File: src/rtl/snow64_vector_alu_sequencer.sv
// ----------------------------------------------------------------------------
// snow64_vector_alu_sequencer
//
// Multi-cycle sequencer for a 256-bit vector arithmetic-shift-right /
// set-less-than operation. One 64-bit chunk is computed per beat on a single
// 64-bit datapath slice. Inside a chunk, elements of 8/16/32/64 bits are
// handled in parallel. Only one operation is in flight at a time.
//
// Ports:
//   clk            in   1    clock, rising edge
//   rst            in   1    asynchronous, active-high reset
//   in_req_valid   in   1    request present
//   out_req_ready  out  1    sequencer can accept a request (IDLE only)
//   in_op          in   2    0=ASR, 1=SLTU, 2=SLTS, 3=reserved (result 0)
//   in_int_size    in   2    element width: 0=8, 1=16, 2=32, 3=64 bits
//   in_a           in   256  operand A (value to shift / left comparand)
//   in_b           in   256  operand B (shift amount / right comparand)
//   in_chunk_mask  in   4    chunks to process (optional, see below)
//   out_rsp_valid  out  1    result valid (DONE state)
//   in_rsp_ready   in   1    consumer accepts result
//   out_data       out  256  result register
//   out_busy       out  1    operation in flight
//
// Optional feature macro: SNOW64_VECTOR_ALU_SEQUENCER_CHUNK_MASK_EN
//   Adds in_chunk_mask. Only chunks whose mask bit is set are computed, in
//   ascending order; the others keep the captured A chunk. A zero mask goes
//   straight from IDLE to DONE with result = A.
// ----------------------------------------------------------------------------
module snow64_vector_alu_sequencer #(
    parameter int WIDTH__VECTOR = 256,
    parameter int WIDTH__CHUNK  = 64
) (
    input  logic                     clk,
    input  logic                     rst,
    input  logic                     in_req_valid,
    output logic                     out_req_ready,
    input  logic [1:0]               in_op,
    input  logic [1:0]               in_int_size,
    input  logic [WIDTH__VECTOR-1:0] in_a,
    input  logic [WIDTH__VECTOR-1:0] in_b,
`ifdef SNOW64_VECTOR_ALU_SEQUENCER_CHUNK_MASK_EN
    input  logic [3:0]               in_chunk_mask,
`endif
    output logic                     out_rsp_valid,
    input  logic                     in_rsp_ready,
    output logic [WIDTH__VECTOR-1:0] out_data,
    output logic                     out_busy
);

    typedef enum logic [1:0] {
        ST_IDLE,
        ST_RUN,
        ST_DONE
    } state_t;

    localparam logic [1:0] OP_ASR  = 2'd0;
    localparam logic [1:0] OP_SLTU = 2'd1;
    localparam logic [1:0] OP_SLTS = 2'd2;

    state_t                   r_state;
    state_t                   w_stateNext;
    logic [1:0]               r_op;
    logic [1:0]               r_size;
    logic [WIDTH__VECTOR-1:0] r_a;
    logic [WIDTH__VECTOR-1:0] r_b;
    logic [WIDTH__VECTOR-1:0] r_result;
    logic [1:0]               w_idx;
    logic                     w_lastBeat;
    logic [WIDTH__CHUNK-1:0]  w_chunkA;
    logic [WIDTH__CHUNK-1:0]  w_chunkB;
    logic [WIDTH__CHUNK-1:0]  w_chunkResult;

    // One element of width (msb+1) held in the low bits of a 64-bit word.
    // Operand bits above the element are masked off, so callers may pass
    // unmasked data. The result sits in the low bits, upper bits zero.
    function automatic logic [WIDTH__CHUNK-1:0] f_elem(
        input logic [WIDTH__CHUNK-1:0] a,
        input logic [WIDTH__CHUNK-1:0] b,
        input logic [1:0]              op,
        input logic [5:0]              msb
    );
        logic [WIDTH__CHUNK-1:0] mask;
        logic [WIDTH__CHUNK-1:0] ua;
        logic [WIDTH__CHUNK-1:0] ub;
        logic [WIDTH__CHUNK-1:0] sa;
        logic [WIDTH__CHUNK-1:0] diff;
        logic [WIDTH__CHUNK-1:0] res;
        logic                    aMsb;
        logic                    bMsb;
        logic                    dMsb;
        logic                    ovf;
        // Double shift so a 64-bit element wraps to zero and the mask
        // becomes all ones after the subtract.
        mask = ((64'd1 << msb) << 1) - 64'd1;
        ua   = a & mask;
        ub   = b & mask;
        aMsb = ua[msb];
        bMsb = ub[msb];
        // Sign-extend A to 64 bits so a 64-bit arithmetic shift does the work.
        sa   = ua | (aMsb ? ~mask : 64'd0);
        diff = (ua - ub) & mask;
        dMsb = diff[msb];
        ovf  = (aMsb ^ bMsb) & (aMsb ^ dMsb);
        res  = '0;
        case (op)
            OP_ASR: begin
                // Amount is the whole unsigned element; anything >= W
                // saturates to a sign fill.
                if (ub > {58'd0, msb}) begin
                    res = aMsb ? mask : 64'd0;
                end else begin
                    res = 64'($signed(sa) >>> ub[5:0]) & mask;
                end
            end
            OP_SLTU: res = {63'd0, (ua < ub)};
            OP_SLTS: res = {63'd0, (dMsb ^ ovf)};
            default: res = '0;
        endcase
        return res;
    endfunction

    // Full 64-bit chunk: split into elements according to the size code.
    function automatic logic [WIDTH__CHUNK-1:0] f_chunk(
        input logic [WIDTH__CHUNK-1:0] a,
        input logic [WIDTH__CHUNK-1:0] b,
        input logic [1:0]              op,
        input logic [1:0]              size
    );
        logic [WIDTH__CHUNK-1:0] res;
        logic [WIDTH__CHUNK-1:0] e;
        res = '0;
        e   = '0;
        case (size)
            2'd0: begin
                for (int i = 0; i < 8; i++) begin
                    e = f_elem({56'd0, a[8*i +: 8]}, {56'd0, b[8*i +: 8]}, op, 6'd7);
                    res[8*i +: 8] = e[7:0];
                end
            end
            2'd1: begin
                for (int i = 0; i < 4; i++) begin
                    e = f_elem({48'd0, a[16*i +: 16]}, {48'd0, b[16*i +: 16]}, op, 6'd15);
                    res[16*i +: 16] = e[15:0];
                end
            end
            2'd2: begin
                for (int i = 0; i < 2; i++) begin
                    e = f_elem({32'd0, a[32*i +: 32]}, {32'd0, b[32*i +: 32]}, op, 6'd31);
                    res[32*i +: 32] = e[31:0];
                end
            end
            default: res = f_elem(a, b, op, 6'd63);
        endcase
        return res;
    endfunction

    // Chunk selection: a plain beat counter in the default build, or the
    // lowest still-pending mask bit when chunk masking is enabled.
`ifdef SNOW64_VECTOR_ALU_SEQUENCER_CHUNK_MASK_EN
    logic [3:0] r_pend;
    logic [3:0] w_pendNext;

    always_comb begin
        w_idx = 2'd0;
        if (r_pend[0]) begin
            w_idx = 2'd0;
        end else if (r_pend[1]) begin
            w_idx = 2'd1;
        end else if (r_pend[2]) begin
            w_idx = 2'd2;
        end else if (r_pend[3]) begin
            w_idx = 2'd3;
        end
    end

    assign w_pendNext = r_pend & ~(4'b0001 << w_idx);
    assign w_lastBeat = (w_pendNext == 4'd0);
`else
    logic [1:0] r_chunkIdx;

    assign w_idx      = r_chunkIdx;
    assign w_lastBeat = (r_chunkIdx == 2'd3);
`endif

    assign w_chunkA      = r_a[{w_idx, 6'd0} +: 64];
    assign w_chunkB      = r_b[{w_idx, 6'd0} +: 64];
    assign w_chunkResult = f_chunk(w_chunkA, w_chunkB, r_op, r_size);
    assign out_data      = r_result;

    // State register.
    always_ff @(posedge clk or posedge rst) begin
        if (rst) begin
            r_state <= ST_IDLE;
        end else begin
            r_state <= w_stateNext;
        end
    end

    // Next-state and handshake outputs. Ready is only offered in IDLE, so a
    // request can never be accepted in the same cycle a response retires.
    always_comb begin
        w_stateNext   = r_state;
        out_req_ready = 1'b0;
        out_rsp_valid = 1'b0;
        out_busy      = 1'b1;
        case (r_state)
            ST_IDLE: begin
                out_req_ready = 1'b1;
                out_busy      = 1'b0;
                if (in_req_valid) begin
                    w_stateNext = ST_RUN;
`ifdef SNOW64_VECTOR_ALU_SEQUENCER_CHUNK_MASK_EN
                    if (in_chunk_mask == 4'd0) begin
                        w_stateNext = ST_DONE;
                    end
`endif
                end
            end
            ST_RUN: begin
                if (w_lastBeat) begin
                    w_stateNext = ST_DONE;
                end
            end
            ST_DONE: begin
                out_rsp_valid = 1'b1;
                if (in_rsp_ready) begin
                    w_stateNext = ST_IDLE;
                end
            end
            default: begin
                w_stateNext = ST_IDLE;
            end
        endcase
    end

    // Operand capture on accept, then one chunk written into the result per
    // RUN beat. The result register is untouched in DONE, keeping out_data
    // stable under backpressure.
    always_ff @(posedge clk or posedge rst) begin
        if (rst) begin
            r_op     <= 2'd0;
            r_size   <= 2'd0;
            r_a      <= '0;
            r_b      <= '0;
            r_result <= '0;
`ifdef SNOW64_VECTOR_ALU_SEQUENCER_CHUNK_MASK_EN
            r_pend   <= 4'd0;
`else
            r_chunkIdx <= 2'd0;
`endif
        end else begin
            if (r_state == ST_IDLE && in_req_valid) begin
                r_op   <= in_op;
                r_size <= in_int_size;
                r_a    <= in_a;
                r_b    <= in_b;
`ifdef SNOW64_VECTOR_ALU_SEQUENCER_CHUNK_MASK_EN
                r_pend   <= in_chunk_mask;
                r_result <= in_a;
`else
                r_chunkIdx <= 2'd0;
`endif
            end else if (r_state == ST_RUN) begin
                r_result[{w_idx, 6'd0} +: 64] <= w_chunkResult;
`ifdef SNOW64_VECTOR_ALU_SEQUENCER_CHUNK_MASK_EN
                r_pend <= w_pendNext;
`else
                r_chunkIdx <= r_chunkIdx + 2'd1;
`endif
            end
        end
    end

endmodule

File: config.mk
export PLATFORM = sky130hd
export DESIGN_NAME = snow64_vector_alu_sequencer
export DESIGN_NICKNAME = d
export VERILOG_FILES = /design/src/rtl/snow64_vector_alu_sequencer.sv
export SDC_FILE = /design/constraint.sdc
export NUM_CORES = 2
export LEC_CHECK = 0
export ABC_AREA = 1
export CELL_PAD_IN_SITES_DETAIL_PLACEMENT = 0
export CELL_PAD_IN_SITES_GLOBAL_PLACEMENT = 1
export CORE_ASPECT_RATIO = 2
export CORE_MARGIN = 4
export CORE_UTILIZATION = 35
export CTS_BUF_LIST = sky130_fd_sc_hd__clkbuf_4
export DETAILED_ROUTE_END_ITERATION = 8
export PLACE_DENSITY_LB_ADDON = 0.1
export SLEW_MARGIN = 20
export SYNTH_ARGS = -nofsm -noshare
export SYNTH_HDL_FRONTEND = slang
export SYNTH_SLANG_ARGS = --single-unit
export TNS_END_PERCENT = 100
File: constraint.sdc
create_clock -name clk -period 45.2 [get_ports clk]
set_clock_uncertainty 0.2 [all_clocks]
set_input_delay 6.78 -clock clk [delete_from_list [all_inputs] [get_ports clk]]
set_output_delay 6.78 -clock clk [all_outputs]
set_load 0.005 [all_outputs]
==> results_dict.tcl <==
set metrics [dict create \
    outcome "completed" \
    global_route.overflow_total 0 \
    synthDistinctLibCells 59 \
    pin_count 779 \
    detail-route-antenna-nets 0 \
    reg2reg_to "out_data[64]" \
    timing.critical_path.to_type "asynchronous set/reset pin" \
    instances_no_fill 8909 \
    number_of_storage_elements_in_the_synthesis_netlist 776 \
    regToRegStartpoint "r_chunkIdx[0]" \
    use_met2 0.562 \
    placementRows 192 \
    area_growth_pct 23.7 \
    timing.setup.tns_ps 0 \
    cp_data_required_time_ps 46030 \
    initial_utilization 0.352 \
    netlist_top_cells_area "dfrtp_1 40%, nand2_1 19%, mux2_2 12%" \
    synthesis.yosys.warnings 0 \
    route.vias.total 48400 \
    route.detailed.wl_per_inst_um 26.3 \
    num-nets-final 7641 \
    synth-edff-count 0 \
    timing.reg2reg.setup_slack_ps 37230 \
    clock_tree.root_cell "clkbuf_4" \
    synth_area_um2 48100 \
    synth_top_area_cell "dfrtp_1" \
    grt_setup_unrepaired "false" \
    hold_start "out_data[144]" \
    groute.usage.overall 0.314 \
    first_pass_grt_wire_length_um 336000 \
    hold_vio_cnt_final 0 \
    busiest_layer_in_global_routing "met2" \
    finalCoreUtilization 0.435 \
    max_clock_freq_mhz 96.6 \
    hold_depth 2 \
    final-max-slew-violation-count 0 \
    routed_wirelength_um 234000 \
    area_used_by_sequential_logic_in_the_layout_um2 19400 \
    critPathMaxFanout 127 \
    cts.sinks 776 \
    ys.flop_type "dfrtp_1" \
    holdCritPathClass "reg -> reg" \
    setup_viol 0 \
    startpoint_type_of_the_worst_setup_path "input pin" \
    grt_antenna_before_repair 37 \
    clk_pin_slew_worst_paths_ps 70 \
    hpwlAfterDp_um 182000 \
    timing.slew.headroom 0.246 \
    cts_max_path_buffers 4 \
    pin_count_of_the_biggest_net_entering_global_routing 138 \
    synth_cells 6343 \
    n_fill_cell 14400 \
    port_buffers 778 \
    die_y_um 532 \
    hold_bufs_inserted_after_cts 0 \
    cts.htree.levels 4 \
    synth_nets 6952 \
    initialDrtViolationCount 3511 \
    synthDominantCellAreaShare 0.404 \
    vias_in_the_first_global_route 49300 \
    via_per_inst 5.44 \
    timing.hold.worst_endpoint "out_data[144]" \
    floorplan.core_area_um2 137000 \
    ffs_w_async_s_r_synth 1.00 \
    layout_worst_path_cycle_share 0.229 \
    cts_tree "done" \
    worst_ep_arrival_time_ps 11180 \
    grtUsageMet1 0.340 \
    dpl-instance-area_um2 57200 \
    layout_min_cycle_time_ps 10350 \
    worst_skew_late_latency_ps 1160 \
    postSynthAreaPerCell_um2 7.59 \
    final_instance_area_um2 59500 \
    path_class "in -> async" \
    max_slew.worst_pin.slew_ps 1130 \
    multi_input_comb_area_um2 25900 \
    first_drt_pass_iteration_count 7 \
    post_route_cells_drive_above_1_share 0.137 \
    floorplan_die_area_um2 144000 \
    cts-buffers-inserted 192 \
    fraction_of_the_yosys_area_taken_by_sequential_cells 0.404 \
    die_width_um 270 \
    cts_post_setup_buffers_inserted 0 \
    post_cts_repair_resize_count 0 \
    placedCellCount 8584 \
    gp_routability_congestion 0.964 \
    grtUsageMet3 0.0642 \
    final_routed_drc_violation_total 0 \
    max_cap_viol_count 0 \
    ff2ff_path_depth 29 \
]
-- sequential cells by signal (all words and copies together), names as in the netlist --
register	count
r_a	256
r_b	256
r_chunkIdx	2
r_op	2
out_data	256
r_state	2
r_size	2
-- worst max path at each step --
stage	to	depth (start not counted)	start	slack, ps
6_report	out_data[58]	6	rst	34850
5_1_grt	out_data[163]	6	rst	34220
4_1_cts	out_data[163]	6	rst	34720
3_5_place_dp	out_data[56]	6	rst	33590
3_3_place_gp	out_data[242]	6	rst	33620
2_1_floorplan	out_data[0]	1	rst	16440
-- cells in the final DEF, fill, tap and decap left out, types with 5 or more instances in the layout --
cell             instances
a21boi_0                20
a21boi_1                 6
a21oi_1                228
a31oi_1                 16
buf_4                   95
bufinv_16                5
clkbuf_4               268
clkdlybuf4s50_1        778
clkinv_1                38
clkinv_2                 5
dfrtp_1                774
diode_2                 13
fa_1                    15
ha_1                    74
inv_1                  237
inv_2                   44
mux2_2                 496
mux2i_1                  5
nand2_1               2366
nand2_2                 12
nand3_1                654
nand4_1                107
nor2_1                 194
nor2_2                  16
nor2_4                   7
nor3_1                  17
o211ai_1                53
o21ai_0                349
o21ai_1                183
o21bai_1                 6
o22a_1                   9
or2_1                    6
-- cells in the mapped netlist, types with 74 or more instances --
cell,instances
a21oi_1,228
buf_2,109
clkbuf_1,189
dfrtp_1,776
ha_1,74
inv_1,239
mux2_2,496
nand2_1,2373
nand3_1,654
nand4_1,107
nor2_1,197
o21ai_0,349
o21ai_1,183
-- stage by stage --
step | setup slack [ps] | hold slack (ps)
global route | 34220 | 292
detailed placement | 33590 | 267
finish | 34850 | 280
CTS | 34720 | 284
floorplan | 16440 | 273
global placement | 33620 | 265
-- critical path, cell delays in order --
cell	delay, ps
clkdlybuf4s50_1	490
inv_8	660
buf_4	800
buf_4	690
buf_4	660
buf_4	870
-- metal layers --
metal  up-vias  wire length (um)
met5         -               367
met3       573             13800
li1      22600                 -
met4        50             17300
met2      1835            118000
met1     23400             85000
-- area by class of cell --
| cell class | count | share of cell area |
|---|---|---|
| clock inverters | 44 | 0.00528 |
| diodes | 13 | 0.000546 |
| well taps | 1746 | 0.0367 |
| flip-flops and latches | 776 | 0.326 |
| clock buffers | 268 | 0.0338 |
| repair buffers | 876 | 0.144 |
| multi-input cells | 4894 | 0.435 |
| inverters | 292 | 0.0188 |
-- cells by family after synthesis --
kind of cell | after synthesis | synth area share
flip-flops | 776 | 0.404
AND/OR/NAND/NOR | 3397 | 0.292
multiplexers | 501 | 0.117
buffers and inverters | 673 | 0.0597
adder cells (fa/ha/maj) | 89 | 0.0255
AO/OA/AOI/OAI | 907 | 0.103
Power is left out: the tool's default activity adds up to more than one toggle a clock period on the data nets, which glitch-free logic cannot reach.
